[config.mk]
export PLATFORM = sky130hd
export DESIGN_NAME = fastica_iter_seq_flat
export DESIGN_NICKNAME = d
export VERILOG_FILES = /design/src/rtl/fastica_ctrl_pkg.sv /design/src/rtl/fastica_iter_seq_if.sv /design/src/rtl/fastica_phase_cnt.sv /design/src/rtl/fastica_iter_seq.sv /design/src/flat_wrapper.sv
export SDC_FILE = /design/constraint.sdc
export NUM_CORES = 1
export LEC_CHECK = 0
export CAP_MARGIN = 20
export CORE_ASPECT_RATIO = 1.75
export CORE_MARGIN = 2
export CORE_UTILIZATION = 44
export DETAILED_ROUTE_END_ITERATION = 7
export MAX_ROUTING_LAYER = met4
export PLACE_DENSITY_LB_ADDON = 0.08
export RECOVER_POWER = 25
export SLEW_MARGIN = 20
export SYNTH_ARGS = -nofsm -noshare
export SYNTH_HDL_FRONTEND = slang
export SYNTH_HIERARCHICAL = 1
export SYNTH_SLANG_ARGS = --single-unit
export TNS_END_PERCENT = 5
[constraint.sdc]
create_clock -name clk_fast -period 2.25 [get_ports clk_fast]
set_input_delay 0.45 -clock clk_fast [delete_from_list [all_inputs] [get_ports clk_fast]]
set_output_delay 0.45 -clock clk_fast [all_outputs]
set_load 0.005 [all_outputs]
[src/rtl/fastica_ctrl_pkg.sv]
// Shared state encoding and default sizing for the FastICA iteration sequencer.
package fastica_ctrl_pkg;

  localparam int unsigned N_MUL_DEF      = 5;
  localparam int unsigned MUL_LAT_DEF    = 4;
  localparam int unsigned N_SAMPLES_DEF  = 128;
  localparam int unsigned MEAN_DRAIN_DEF = 3;
  localparam int unsigned MAX_ITER_DEF   = 16;

  localparam int unsigned PHASE_MAX_DEF =
    (MUL_LAT_DEF > N_SAMPLES_DEF + MEAN_DRAIN_DEF) ? MUL_LAT_DEF
                                                   : N_SAMPLES_DEF + MEAN_DRAIN_DEF;
  localparam int unsigned CNT_W_DEF  = $clog2(PHASE_MAX_DEF + 1);
  localparam int unsigned ITER_W_DEF = $clog2(MAX_ITER_DEF + 1);

  typedef enum logic [2:0] {
    ST_IDLE  = 3'd0,
    ST_MUL   = 3'd1,
    ST_MEAN  = 3'd2,
    ST_SUB   = 3'd3,
    ST_CHECK = 3'd4,
    ST_DONE  = 3'd5
  } seq_state_t;

  // Datapath phases are the only states that hold can stall.
  function automatic logic is_phase(input seq_state_t s);
    return (s == ST_MUL) || (s == ST_MEAN) || (s == ST_SUB);
  endfunction

endpackage

[src/rtl/fastica_iter_seq_if.sv]
// Control/status bundle between the FastICA sequencer and its host/datapath.
interface fastica_iter_seq_if
  import fastica_ctrl_pkg::*;
#(
  parameter int unsigned N_MUL  = N_MUL_DEF,
  parameter int unsigned CNT_W  = CNT_W_DEF,
  parameter int unsigned ITER_W = ITER_W_DEF
);
  logic              start;
  logic              hold;
  logic              conv_valid;
  logic              conv_ok;
  logic              fast_busy;
  logic              done;
  logic              converged;
  logic              timeout;
  logic [ITER_W-1:0] iter_cnt;
  logic [CNT_W-1:0]  sample_idx;
  logic              en_b;
  logic [N_MUL-1:0]  en_mul;
  logic              en_mean;
  logic              en_sub;

  modport master (
    output start, hold, conv_valid, conv_ok,
    input  fast_busy, done, converged, timeout, iter_cnt, sample_idx,
           en_b, en_mul, en_mean, en_sub
  );

  modport slave (
    input  start, hold, conv_valid, conv_ok,
    output fast_busy, done, converged, timeout, iter_cnt, sample_idx,
           en_b, en_mul, en_mean, en_sub
  );
endinterface

[src/rtl/fastica_phase_cnt.sv]
// Phase cycle counter with synchronous clear, enable and terminal-count compare.
module fastica_phase_cnt #(
  parameter int unsigned CNT_W = 8
) (
  input  logic             clk_fast,
  input  logic             go_fast,
  input  logic             clr,
  input  logic             en,
  input  logic [CNT_W-1:0] term,
  output logic [CNT_W-1:0] cnt,
  output logic             at_term_c
);

  always_ff @(posedge clk_fast or negedge go_fast) begin
    if (!go_fast)  cnt <= '0;
    else if (clr)  cnt <= '0;
    else if (en)   cnt <= cnt + CNT_W'(1);
  end

  assign at_term_c = (cnt == term);

endmodule

[src/rtl/fastica_iter_seq.sv]
// Iteration sequencer: MUL -> MEAN -> SUB -> CHECK per pass until convergence or MAX_ITER.
module fastica_iter_seq
  import fastica_ctrl_pkg::*;
#(
  parameter int unsigned N_MUL      = N_MUL_DEF,
  parameter int unsigned MUL_LAT    = MUL_LAT_DEF,
  parameter int unsigned N_SAMPLES  = N_SAMPLES_DEF,
  parameter int unsigned MEAN_DRAIN = MEAN_DRAIN_DEF,
  parameter int unsigned MAX_ITER   = MAX_ITER_DEF,
  parameter int unsigned CNT_W      = CNT_W_DEF,
  parameter int unsigned ITER_W     = ITER_W_DEF
) (
  input logic               clk_fast,
  input logic               go_fast,
  fastica_iter_seq_if.slave sq
);

  seq_state_t        state_q, state_d;
  logic [ITER_W-1:0] iter_q;
  logic              conv_q, tmo_q;
  logic [CNT_W-1:0]  cnt, term;
  logic              at_term, cnt_en, cnt_clr, run, last_pass;

  assign run       = is_phase(state_q) && !sq.hold;
  assign last_pass = (iter_q == ITER_W'(MAX_ITER - 1));
  assign term      = (state_q == ST_MUL) ? CNT_W'(MUL_LAT - 1)
                                         : CNT_W'(N_SAMPLES + MEAN_DRAIN - 1);

  // Count only in MUL/MEAN; clear on phase exit and whenever outside them.
  assign cnt_en  = run && (state_q != ST_SUB);
  assign cnt_clr = !((state_q == ST_MUL) || (state_q == ST_MEAN)) || (cnt_en && at_term);

  fastica_phase_cnt #(.CNT_W(CNT_W)) u_phase_cnt (
    .clk_fast  (clk_fast),
    .go_fast   (go_fast),
    .clr       (cnt_clr),
    .en        (cnt_en),
    .term      (term),
    .cnt       (cnt),
    .at_term_c (at_term)
  );

  always_comb begin
    state_d = state_q;
    case (state_q)
      ST_IDLE:  if (sq.start)          state_d = ST_MUL;
      ST_MUL:   if (run && at_term)    state_d = ST_MEAN;
      ST_MEAN:  if (run && at_term)    state_d = ST_SUB;
      ST_SUB:   if (run)               state_d = ST_CHECK;
      ST_CHECK: if (sq.conv_valid)     state_d = (sq.conv_ok || last_pass) ? ST_DONE : ST_MUL;
      ST_DONE:                         state_d = ST_IDLE;
      default:                         state_d = ST_IDLE;
    endcase
  end

  // State, pass index and sticky run-status flags.
  always_ff @(posedge clk_fast or negedge go_fast) begin
    if (!go_fast) begin
      state_q <= ST_IDLE;
      iter_q  <= '0;
      conv_q  <= 1'b0;
      tmo_q   <= 1'b0;
    end else begin
      state_q <= state_d;
      if (state_q == ST_IDLE && sq.start) begin
        iter_q <= '0;
        conv_q <= 1'b0;
        tmo_q  <= 1'b0;
      end else if (state_q == ST_CHECK && sq.conv_valid) begin
        if (sq.conv_ok)     conv_q <= 1'b1;
        else if (last_pass) tmo_q  <= 1'b1;
        else                iter_q <= iter_q + ITER_W'(1);
      end
    end
  end

  // Moore decode of the state register, with hold gating the datapath enables.
  assign sq.fast_busy  = (state_q != ST_IDLE);
  assign sq.done       = (state_q == ST_DONE);
  assign sq.converged  = conv_q;
  assign sq.timeout    = tmo_q;
  assign sq.iter_cnt   = iter_q;
  assign sq.en_b       = (state_q == ST_IDLE) || (state_q == ST_CHECK);
  assign sq.en_mul     = run ? '1 : '0;
  assign sq.en_mean    = run && (state_q != ST_MUL);
  assign sq.en_sub     = run && (state_q == ST_SUB);
  assign sq.sample_idx = (state_q != ST_MEAN)         ? '0 :
                         (cnt < CNT_W'(N_SAMPLES))    ? cnt : CNT_W'(N_SAMPLES - 1);

endmodule
[src/flat_wrapper.sv]
// flat-port wrapper written by rule: the top's interface ports become plain ports
module fastica_iter_seq_flat import fastica_ctrl_pkg::*;
#(
  parameter int unsigned N_MUL      = N_MUL_DEF,
  parameter int unsigned MUL_LAT    = MUL_LAT_DEF,
  parameter int unsigned N_SAMPLES  = N_SAMPLES_DEF,
  parameter int unsigned MEAN_DRAIN = MEAN_DRAIN_DEF,
  parameter int unsigned MAX_ITER   = MAX_ITER_DEF,
  parameter int unsigned CNT_W      = CNT_W_DEF,
  parameter int unsigned ITER_W     = ITER_W_DEF
)
  (clk_fast, go_fast, sq_start, sq_hold, sq_conv_valid, sq_conv_ok, sq_fast_busy, sq_done, sq_converged, sq_timeout, sq_iter_cnt, sq_sample_idx, sq_en_b, sq_en_mul, sq_en_mean, sq_en_sub);
  fastica_iter_seq_if #(.N_MUL(N_MUL), .CNT_W(CNT_W), .ITER_W(ITER_W)) sq_i ();
  input logic clk_fast;
  input logic go_fast;
  input wire logic [$bits(sq_i.start)-1:0] sq_start;
  input wire logic [$bits(sq_i.hold)-1:0] sq_hold;
  input wire logic [$bits(sq_i.conv_valid)-1:0] sq_conv_valid;
  input wire logic [$bits(sq_i.conv_ok)-1:0] sq_conv_ok;
  output wire logic [$bits(sq_i.fast_busy)-1:0] sq_fast_busy;
  output wire logic [$bits(sq_i.done)-1:0] sq_done;
  output wire logic [$bits(sq_i.converged)-1:0] sq_converged;
  output wire logic [$bits(sq_i.timeout)-1:0] sq_timeout;
  output wire logic [$bits(sq_i.iter_cnt)-1:0] sq_iter_cnt;
  output wire logic [$bits(sq_i.sample_idx)-1:0] sq_sample_idx;
  output wire logic [$bits(sq_i.en_b)-1:0] sq_en_b;
  output wire logic [$bits(sq_i.en_mul)-1:0] sq_en_mul;
  output wire logic [$bits(sq_i.en_mean)-1:0] sq_en_mean;
  output wire logic [$bits(sq_i.en_sub)-1:0] sq_en_sub;
  assign sq_i.start = sq_start;
  assign sq_i.hold = sq_hold;
  assign sq_i.conv_valid = sq_conv_valid;
  assign sq_i.conv_ok = sq_conv_ok;
  assign sq_fast_busy = sq_i.fast_busy;
  assign sq_done = sq_i.done;
  assign sq_converged = sq_i.converged;
  assign sq_timeout = sq_i.timeout;
  assign sq_iter_cnt = sq_i.iter_cnt;
  assign sq_sample_idx = sq_i.sample_idx;
  assign sq_en_b = sq_i.en_b;
  assign sq_en_mul = sq_i.en_mul;
  assign sq_en_mean = sq_i.en_mean;
  assign sq_en_sub = sq_i.en_sub;
  fastica_iter_seq #(.N_MUL(N_MUL), .MUL_LAT(MUL_LAT), .N_SAMPLES(N_SAMPLES), .MEAN_DRAIN(MEAN_DRAIN), .MAX_ITER(MAX_ITER), .CNT_W(CNT_W), .ITER_W(ITER_W)) u_core (.clk_fast(clk_fast), .go_fast(go_fast), .sq(sq_i));
endmodule
== Word-level counts from Yosys, hierarchy flattened ==
Cells that the tools add are included.
Operators by class
  add/sub/neg operators: 2
  multiply operators: 0
  divide/modulo/power cells: 0
  $lt $le $gt $ge: 1
  equal/unequal tests: 17
  shift-type cells: 0
  multiplexer cells: 24
  bitwise operators: 0
  reductions and logical operators: 25
Operators with widths (count)
  $mux W8: 5
  $mux W5: 5
  $mux W3: 6
  $pmux W3 S5: 1
  $ne A2 B2 Y1 const B: 5
  $add A8 B1 Y8 const B: 1
  $eq A8 B8 Y1: 1
  $logic_and A1 B1 Y1: 8
  $lt A8 B8 Y1 const B: 1
  $reduce_bool A2 Y1: 4
  $mux W1: 7
  $eq A3 B2 Y1 const B: 2
  $eq A3 B3 Y1 const B: 2
  $ne A3 B2 Y1 const B: 2
  $reduce_and A3 Y1: 2
  $add A5 B1 Y5 const B: 1
  $eq A5 B4 Y1 const B: 1
  $logic_or A1 B1 Y1: 5
  $reduce_and A5 Y1: 1
  $ne A2 B1 Y1 const B: 2
  $eq A3 B1 Y1 const B: 1
  $logic_not A3 Y1: 1
  $ne A3 B1 Y1 const B: 1
  $reduce_bool A3 Y1: 1
  other kinds (2): 3
Storage, ports and cells
  flip-flop bits (word level): 18
  latch bits: 0
  RAM bits: 0
  ROM bits: 0
  input bits: 6
  output and inout port bits: 25
  logic and storage cells: 74
  memories: 0

== Depth between registers and ports, before layout ==
  word-level depth: 8
  depth in mapped cells: 15
  mapped depth without buffers: 12

== Cells and area by module ==
The synthesis kept the hierarchy.
Modules (own cells, without submodules)
  fastica_iter_seq: times used 1, cells each 93, area an instance 802.0 um^2, sequential area each 250.2 um^2
  fastica_phase_cnt: times used 1, cells each 49, area an instance 476.7 um^2, sequential area each 200.2 um^2

== Least setup slack after synthesis ==
No wires, ideal clock.
  path kind: flip-flop to flip-flop
  start: register u_core.state_q[0]
  end: register u_core.u_phase_cnt.cnt[6]
  library setup time: 0.077 ns
  data arrival time: 2.357 ns
  data required time: 2.173 ns
  setup slack: -0.185 ns
  stages on the path, launching flop included: 16
  path buffers: 3
  period minus slack after synthesis: 2.435 ns
  path through: dfrtp_1 buf_6 buf_2 nor2b_1 nand2_1 inv_1 xnor2_1 nand4_1 nor2_1 nor2b_1 nor3_1 inv_1 buf_4 o2111ai_2 or3_1 a21oi_1
On the way
  elaborated cells between the ends (all ways): 15
  classes of those cells: eq/ne (5); mux (2); reduce/logical (8)
RTL lines
  from (decl): line fastica_iter_seq.sv:18  | seq_state_t state_q, state_d;
  from (signal assigned): line fastica_iter_seq.sv:64  | state_q <= state_d;
  $eq A3 B1 Y1 *: line fastica_iter_seq.sv:26  | assign term = (state_q == ST_MUL) ? CNT_W'(MUL_LAT - 1)
  $mux W8 *: line fastica_iter_seq.sv:26
  named net u_core.term[7]: line fastica_iter_seq.sv:21  | logic [CNT_W-1:0] cnt, term;
  $eq A8 B8 Y1 *: line fastica_phase_cnt.sv:20  | assign at_term_c = (cnt == term);
  named net u_core.at_term: line fastica_iter_seq.sv:22  | logic at_term, cnt_en, cnt_clr, run, last_pass;
  $logic_and A1 B1 Y1 *: line fastica_iter_seq.sv:31  | assign cnt_clr = !((state_q == ST_MUL) || (state_q == ST_MEAN)) || (cnt_en && at_term);
  $logic_or A1 B1 Y1 *: line fastica_iter_seq.sv:31
  named net u_core.cnt_clr: line fastica_iter_seq.sv:22
  $mux W8 or $reduce_bool A2 Y1 (tied branches)
  to (signal assigned): line fastica_phase_cnt.sv:17  | else if (en) cnt <= cnt + CNT_W'(1);
  to (decl): line fastica_phase_cnt.sv:10  | output logic [CNT_W-1:0] cnt,
The timed path passes the listed nets; every way through them passes the cells marked *.
A chain may end at the register's enable or synchronous reset.

== Worst setup path after layout ==
  start: register u_core.state_q[1]
  end: output port sq_done
On the way
  longest elaborated chain between the ends: 1
Ends and longest elaborated chain
  $eq A3 B3 Y1: line fastica_iter_seq.sv:79  | assign sq.done = (state_q == ST_DONE);
  to (decl): line flat_wrapper.sv:21  | output wire logic [$bits(sq_i.done)-1:0] sq_done;
Every way passes these cells.

==> impl_results.md <==
* Area growth syn-to-layout at 39.04%
* Vias in the first global route at 1175
* CP required at 1.80 ns
* Mapped Cells at 142
* Main area contributors after synthesis: dfrtp_1 (35%), xnor2_1 (6.8%), buf_4 (5.3%)
* PnR Total Power at 1.376 mW
* GRT overflow at 0
* Initial antenna violation count at 0
* Synthesized cell area at 1279 µm²
* Critical path peak fanout at 6
* ANT cells at 0
* Met1 Use GR at 0.1991
* Peak Freq at 462.9 MHz
* Post-Synth XOR/XNOR Area at 0.08904
* Main synth FF type: dfrtp_1
* Fin nets at 197
* Final Hold Vio Count at 0
* Drc violations at 0
* WS Path Type: flop to output pin
* Clock transition at the registers of the reported paths at 0.07 ns
* Post-synth EDFFs at 0
* Slew headroom at 0.3328
* Count leader, synth: dfrtp_1
* Commonest cells post-synth: dfrtp_1 (18), nor2_1 (14), xnor2_1 (10)
* WHS Path Cells at 2
* Routability Congestion at 0.7593
* GRT Overall Usage at 0.2122
* DIE WIDTH at 44.75 µm
* Worst VDD drop at 0.0004829 V
* Status: finished clean
* Yosys top cell by area: dfrtp_1
* Compound-gate portion of the synthesized area at 0.1673
* Core area at 2721 µm²
* Placed Area at 1657 µm²
* Critical Path Start Type: flop
* Busiest grt layer: met2
* FF-to-FF Start: u_core/state_q[0]
* Num CTS Buffers at 3
* Initial core utilization at 0.4699
* Reg-to-Reg End: u_core/u_phase_cnt/cnt[6]
* Via count at 1163
* Cell area after layout at 1778 µm²
* Die area at 3370 µm²
* Clock Latency Late Sink at 0.26 ns
* Hold path endpoint: u_core/sq.converged
* Yosys reg bits at 18
* Hold Startpoint: u_core/sq.converged
* Global-route wire length before repair at 5119 µm
* Iter 0 DRT Violations at 13
* GRT met2 Usage at 0.3961
* Routed wire length at 3035 µm
* Layout Skew at 0.004034 ns
* Leakage power at 0.7490 nW
* Height of the die at 75.32 µm
* Class of the worst hold path: flop to flop
* CTS tree: yes
* DRT antenna net count at 0
* Pre-antenna DRT Iters at 4
* Post-CTS Hold Fix Bufs at 0
* Final setup viols at 0
* R2R cell count at 12
* Max clock buf depth at 2
* Post-DP HPWL at 2327 µm
* Pwr dens at 774.1 nW/µm²
* Share of post-route cells with drive strength above 1 at 0.1979
* Fin crit period at 2.160 ns
* Mean Syn Cell Area at 9.005 µm²
* Top cell type's share of synthesized area at 0.3523
* Adder-cell share of the synthesized area at 0.02935
* Worst slew pin tran at 1.001 ns
* Buffers added on ports at 29
* Htree depth at 1
* Crit share post-route at 0.9600
* MaxCap Viol Count at 0
* I/O pins at 31
* Distinct cells, synth at 40
* R2r setup slk at 0.16 ns
* CTS root buf: clkbuf_8
* CTS sink count at 18
* Fraction of the yosys area taken by sequential cells at 0.3523
* Arrival @ worst endpoint at 1.71 ns
* Wirelength per Cell at 14.18 µm
* Post-synthesis mux area share at 0.03229
* Main combinational cell family by area after synthesis: simple AND/OR/NAND/NOR gates
* Yosys warns at 6
* CP Capture Type: output pin
* Final Max Tran Viols at 0
* # rows at 25
* Simple-gate portion of the synthesized area at 0.2358
* DR vias/cell at 5.435
* GRT met3 Usage at 0.03555
* Pin count of the biggest net entering global routing at 19
* Post-synth ARST share at 1.000
==> power breakdown <==
group	switching, mW	internal (mW)	leakage, nW
registers	0.0641	0.380	0.244
logic	0.306	0.352	0.476
clock network	0.118	0.156	0.0288
==> worst max-delay path by stage <==
stage | startpoint | endpoint | slack (ns) | cells past startpoint
after floorplan | u_core/state_q[0] | u_core/u_phase_cnt/cnt[6] | 0.01 | 15
after global placement | sq_hold | u_core/u_phase_cnt/cnt[5] | 0.10 | 7
after detailed placement | u_core/state_q[1] | u_core/u_phase_cnt/cnt[6] | 0.02 | 12
after CTS | u_core/state_q[1] | u_core/u_phase_cnt/cnt[6] | 0.03 | 12
after global routing | u_core/state_q[0] | u_core/u_phase_cnt/cnt[6] | -0.02 | 11
final | u_core/state_q[1] | sq_done | 0.09 | 4
==> area by class of cell <==
class                   count  area (µm²)
fillers                   231       943.4
well taps                  27       33.78
repair buffers             49       444.2
inverters                   5       18.77
clock buffers               4       55.05
multi-input cells         111       775.7
flip-flops and latches     18       450.4
==> layer usage <==
layer / part of all wire / vias to the layer above / wire length [µm]
met3: 0.038 / 6 / 116
li1: - / 577 / -
met4: 0.021 / 0 / 63
met2: 0.57 / 24 / 1723
met5: 0 / - / 0
met1: 0.37 / 556 / 1132
==> metrics by stage <==
step	worst slack (ns)	util	TNS [ns]	cells	hold WS [ns]
final	0.08992	0.6533	0	214	0.5079
after global routing	-0.02482	0.6533	-0.06805	214	0.5560
after CTS	0.03076	0.6340	0	208	0.5213
after detailed placement	0.02429	0.6087	0	204	0.5034
after global placement	0.1014	0.6087	0	204	0.4825
after floorplan	0.01089	-	0	147	0.1544
==> critical path: stages, from the launching register on <==
cell             delay [ns]
dfrtp_1                0.40
buf_6                  0.14
buf_4                  0.15
nor3b_1                0.21
clkdlybuf4s50_1        0.55
==> state kept, by name (all words and copies together) (netlist names) <==
name / cells
u_core/state_q: 3
u_core/sq.iter_cnt: 5
u_core/sq.timeout: 1
u_core/u_phase_cnt/cnt: 8
u_core/sq.converged: 1
==> repair_timing <==
action / 4_1_cts / 5_1_grt
pin swaps: 1 / 3
gates resized for setup: 3 / 4
setup endpoints to repair: 5 / 14
buffers inserted: 0 / 6
==> logic make-up (layout without fill, tap and decap cells) <==
group           count (synthesis)  after routing
buf+inv                        18             58
compound gates                 32             32
simple gates                   52             52
flops                          18             18
fa+ha+maj                       3              3
xor+xnor                       13             13
other cells                     2              7
mux                             4              4
==> layout by cell type (no fill, tap or decap), types with 5 or more instances in the layout <==
cell type,count
xnor2_1,10
conb_1,7
a21oi_1,9
nand2_1,6
buf_4,17
or3_1,5
clkdlybuf4s50_1,28
o21ai_0,6
nor2_1,13
o21a_1,7
dfrtp_1,18
nand4_1,5
No activity file was read; power rests on OpenSTA's default activity.
